--- src/rtl/hazard_stall_unit.sv ---
// Pipeline hazard/stall controller: load-use stalls, taken-branch flushes
// and multi-cycle divide freezes, plus a saturating stall-cycle counter.
module hazard_stall_unit #(
  parameter int DIV_CYCLES = 8,   // total EX cycles of a divide, 2..32
  parameter int CNT_W      = 16
) (
  input  logic             clk,
  input  logic             reset,        // async, active low
  input  logic             MemRead_EX,
  input  logic [4:0]       RT_EX,
  input  logic [4:0]       RS_ID,
  input  logic [4:0]       RT_ID,
  input  logic             UsesRT_ID,
  input  logic             BranchTaken_EX,
  input  logic             DivStart_EX,
  output logic             PCWrite,
  output logic             IFIDWrite,
  output logic             IDEXWrite,
  output logic             IFIDFlush,
  output logic             IDEXBubble,
  output logic             EXMEMBubble,
  output logic             DivBusy,
  output logic             DivDone,
  output logic [CNT_W-1:0] StallCount
);

  typedef enum logic {RUN = 1'b0, DIV_WAIT = 1'b1} state_t;

  // First DIV_WAIT cycle loads this; the start cycle itself counts as one.
  localparam logic [4:0] DIV_LOAD = 5'(DIV_CYCLES - 1);

  state_t     r_state, w_state_nxt;
  logic [4:0] r_divcnt, w_divcnt_nxt;
  logic       w_loadhaz;

  // Load-use hazard; R0 never carries a real dependency.
  assign w_loadhaz = MemRead_EX && (RT_EX != 5'd0) &&
                     ((RT_EX == RS_ID) || (UsesRT_ID && (RT_EX == RT_ID)));

  // State and divide counter registers.
  always_ff @(posedge clk or negedge reset) begin
    if (!reset) begin
      r_state  <= RUN;
      r_divcnt <= 5'd0;
    end else begin
      r_state  <= w_state_nxt;
      r_divcnt <= w_divcnt_nxt;
    end
  end

  // Next-state and control outputs; divide > branch > load-use.
  always_comb begin
    w_state_nxt  = r_state;
    w_divcnt_nxt = r_divcnt;
    PCWrite      = 1'b1;
    IFIDWrite    = 1'b1;
    IDEXWrite    = 1'b1;
    IFIDFlush    = 1'b0;
    IDEXBubble   = 1'b0;
    EXMEMBubble  = 1'b0;
    DivBusy      = 1'b0;
    DivDone      = 1'b0;
    case (r_state)
      RUN: begin
        if (DivStart_EX) begin
          PCWrite      = 1'b0;
          IFIDWrite    = 1'b0;
          IDEXWrite    = 1'b0;
          DivBusy      = 1'b1;
          w_state_nxt  = DIV_WAIT;
          w_divcnt_nxt = DIV_LOAD;
        end else if (BranchTaken_EX) begin
          IFIDFlush  = 1'b1;
          IDEXBubble = 1'b1;
        end else if (w_loadhaz) begin
          // Bubble pushes the load out of EX, so the stall self-clears.
          PCWrite    = 1'b0;
          IFIDWrite  = 1'b0;
          IDEXBubble = 1'b1;
        end
      end
      DIV_WAIT: begin
        PCWrite      = 1'b0;
        IFIDWrite    = 1'b0;
        IDEXWrite    = 1'b0;
        DivBusy      = 1'b1;
        w_divcnt_nxt = r_divcnt - 5'd1;
        if (r_divcnt == 5'd1) begin
          // Final cycle: the quotient moves on into EX/MEM.
          DivDone     = 1'b1;
          w_state_nxt = RUN;
        end else begin
          EXMEMBubble = 1'b1;
        end
      end
      default: begin
        w_state_nxt  = RUN;
        w_divcnt_nxt = 5'd0;
      end
    endcase
  end

  // Count frozen-PC cycles, saturating at all-ones.
  always_ff @(posedge clk or negedge reset) begin
    if (!reset)
      StallCount <= '0;
    else if (!PCWrite && (StallCount != {CNT_W{1'b1}}))
      StallCount <= StallCount + 1'b1;
  end

endmodule

--- config.mk ---
export PLATFORM = sky130hd
export DESIGN_NAME = hazard_stall_unit
export DESIGN_NICKNAME = d
export VERILOG_FILES = /design/src/rtl/hazard_stall_unit.sv
export SDC_FILE = /design/constraint.sdc
export NUM_CORES = 1
export LEC_CHECK = 0
export ABC_AREA = 1
export BUFFER_PORTS_ARGS = -buffer_cell sky130_fd_sc_hd__buf_2
export CAP_MARGIN = 5
export CORE_MARGIN = 2
export CORE_UTILIZATION = 56
export CTS_CLUSTER_DIAMETER = 30
export DETAILED_ROUTE_END_ITERATION = 16
export PLACE_DENSITY = 0.89
export SYNTH_ARGS = -nofsm -noshare
export SYNTH_HDL_FRONTEND = slang
export SYNTH_SLANG_ARGS = --single-unit
--- constraint.sdc ---
create_clock -name clk -period 2.67 [get_ports clk]
set_clock_uncertainty 0.2 [all_clocks]
set_input_delay 0.267 -clock clk [delete_from_list [all_inputs] [get_ports clk]]
set_output_delay 0.267 -clock clk [all_outputs]
set_load 0.01 [all_outputs]
==> flow_summary.yaml <==
power:
  internal-power_mw: 0.7693
  power_frac_comb: 0.444
  power-per-cell-area_nw_per_um2: 719.0
  power_leakage_nw: 1.058
  power_mw: 1.328
  p_clk_frac: 0.141
  irDropWorstVdd_uv: 716.8
  p_sw_frac: 0.4207
  p_seq_frac: 0.415
  p_sw_mw: 0.5587
yosys:
  yosys.area_share.simple: 0.4252
  synth_top_area_cell: "dfrtp_1"
  muxShareOfSynthArea: 0.007087
  synth.area.top_cells: "dfrtp_1 35%, nand2_1 19%, nand4_1 7.1%"
  synth_compound_area_frac: 0.02441
  ys_types: 25
  ys_warn_count: 0
  ys_ff_latch: 22
  netlist_instances: 223
  syn_area_per_cell_um2: 7.126
  synth_nets: 247
  synth_adder_area_share: 0.02362
  synth_xor_xnor_area_share: 0.07717
  syn_area_um2: 1589
  synth-seq-area-share: 0.3465
  synth_top_area_share: 0.3465
  synth_top_family_by_area: "simple AND/OR/NAND/NOR gates"
sta:
  hold_viol_final: 0
  fin_setup_tns_ps: 0
  rsz0062_at_grt: "no"
  worst_slew_pin_slew_ps: 482.4
  fmax_mhz: 476.7
  finalCritPeriodShare: 0.7856
  maxSlewViolCount: 0
  fin_crit_ps: 2098
  slew_headroom: 0.6784
  setup_viol_count_final: 0
critical_path:
  crit_arrival_ps: 1630
  path_class: "reg -> out"
  critPathLaunchType: "register"
  worstPathRequired_ps: 2200
  endpoint_kind: "primary output"
  crit_fanout: 20
clock_network:
  postCtsSetupRepairBufs: 0
  cts_made_buffers: 3
  hold_buffers: 1
  clock_path_buffers: 2
  cts_resized: 0
  cts.sinks: 22
  clockRootBuffer: "clkbuf_4"
  clk_pin_slew_ps: 120
  cts_tree: "yes"
  clk-insertion-delay-late_ps: 320
  h-tree-depth: 1
layout:
  antenna_cells: 0
  drive_gt1_frac: 0.2519
  layout.nets: 291
  area_growth_pct: 16.22
  n_fill_cell: 243
global_route:
  grt_usage: 0.2245
  grt.overflow.total: 0
  grt_pass1_vias: 1430
  grt_first_pass_wirelength_um: 5906
  grt_max_degree: 23
  antenna_found_initial: 0
floorplan:
  io_pins: 45
  core_area_um2: 2734
  dieArea_um2: 3280
  die-height_um: 57.27
  rows: 19
  initial_core_util: 0.5812
  fp.dieW_um: 57.27
drt:
  avgViaCountPerCell: 5.158
  vias: 1532
  first_pass_iters: 4
  drt_iter0_markers: 78
  wirelength_um: 3357
  routed_wire_length_per_instance_um: 11.30
  drc: 0
  antenna_left: 0
place:
  dp_hpwl_um: 2577
  place_congestion: 0.8550
  io_buffers: 44
flow_run:
  cap_violations: 0
run_status:
  status: "complete, no violations"
min_path:
  min_path_type: "in -> reg"
synth_stat cells, drive strengths merged:
cell and count:
a22oi 1, a31oi 1, buf 6, dfrtp 22, ha 3, inv 28
mux2 1, nand2 84, nand3 13, nand4 19, nor2 25, nor4 1
o21ai 5, xnor2 9, xor2 5
worst max-delay path, cell delays in order (launching register included):
cell	delay (ps)
dfrtp_1	480
nor2_4	230
inv_2	80
nor2_4	100
inv_2	150
o21ai_0	120
buf_2	150
routing by layer:
metal,GRT usage,vias to the layer above,wire (um)
met5,0,-,0
met4,0.07309,0,51
met3,0.02041,5,186
met2,0.4056,51,1646
met1,0.2820,676,1472
li1,-,800,-
state kept, by name, summed over array words and instances (netlist names):
name	cells
r_divcnt	5
StallCount	16
r_state	1
cells in the final DEF (no fill, tap or decap):
master,n
nand2_1,81
buf_2,44
dfrtp_1,22
inv_1,21
nor2_1,21
nand4_1,18
nand3_1,11
xnor2_1,9
inv_2,7
o21ai_0,5
xor2_1,5
nor2_4,3
ha_1,3
clkbuf_4,3
nand2_2,2
nand2_4,1
a31oi_1,1
nor2_2,1
nand3_2,1
nor4_2,1
nand4_4,1
nand3_4,1
a22oi_1,1
mux2_2,1
clkbuf_8,1
dlygate4sd3_1,1
stage by stage:
stage,hold WS (ps),utilization,cell area [um^2],setup slack [ps],instances
3_3_place_gp,56.61,0.6586,1800,864.4,292
4_1_cts,48.51,0.6755,1847,551.8,297
6_report,45.06,0.6755,1847,572.4,297
5_1_grt,82.63,0.6755,1847,462.6,297
2_1_floorplan,-228.6,-,1589,707.8,223
3_5_place_dp,59.73,0.6586,1800,791.4,292
cell type report:
| cell class | count | area [um^2] | area share |
|---|---|---|---|
| Inverter | 28 | 105.1 | 0.05691 |
| Sequential cell | 22 | 550.5 | 0.2981 |
| Timing Repair Buffer | 45 | 230.2 | 0.1247 |
| Clock buffer | 4 | 36.28 | 0.01965 |
| Tap cell | 31 | 38.79 | 0.02100 |
| Multi-Input combinational cell | 167 | 885.9 | 0.4797 |
kinds of logic (layout without fill, tap and decap cells):
logic type               count (synthesis)  count (layout)
adder cells (fa/ha/maj)                  3               3
buffers and inverters                   34              77
flip-flops                              22              22
multiplexers                             1               1
XOR/XNOR                                14              14
AO/OA/AOI/OAI                            7               7
AND/OR/NAND/NOR                        142             142
final timing paths:
| path | start | end | slack (ps) | cells after the start |
|---|---|---|---|---|
| worst min-delay path | DivStart_EX | r_state | 50 | 3 |
| min in group asynchronous | reset | StallCount[14] | 230 | 2 |
| worst min register to register | r_divcnt[4] | r_divcnt[4] | 310 | 1 |
| worst max-delay path | r_state | IDEXBubble | 570 | 6 |
| max in group asynchronous | reset | StallCount[0] | 1720 | 2 |
| worst max register to register | StallCount[0] | StallCount[0] | 770 | 7 |
power by group through the flow:
stage	clock network, mW	registers [mW]	logic (mW)
3_5_place_dp	0	0.555	0.596
5_1_grt	0.200	0.569	0.678
6_report	0.188	0.551	0.590
3_3_place_gp	0	0.550	0.576
4_1_cts	0.189	0.550	0.597
2_1_floorplan	0	0.558	0.425
Power figures use the tool's default switching activity.
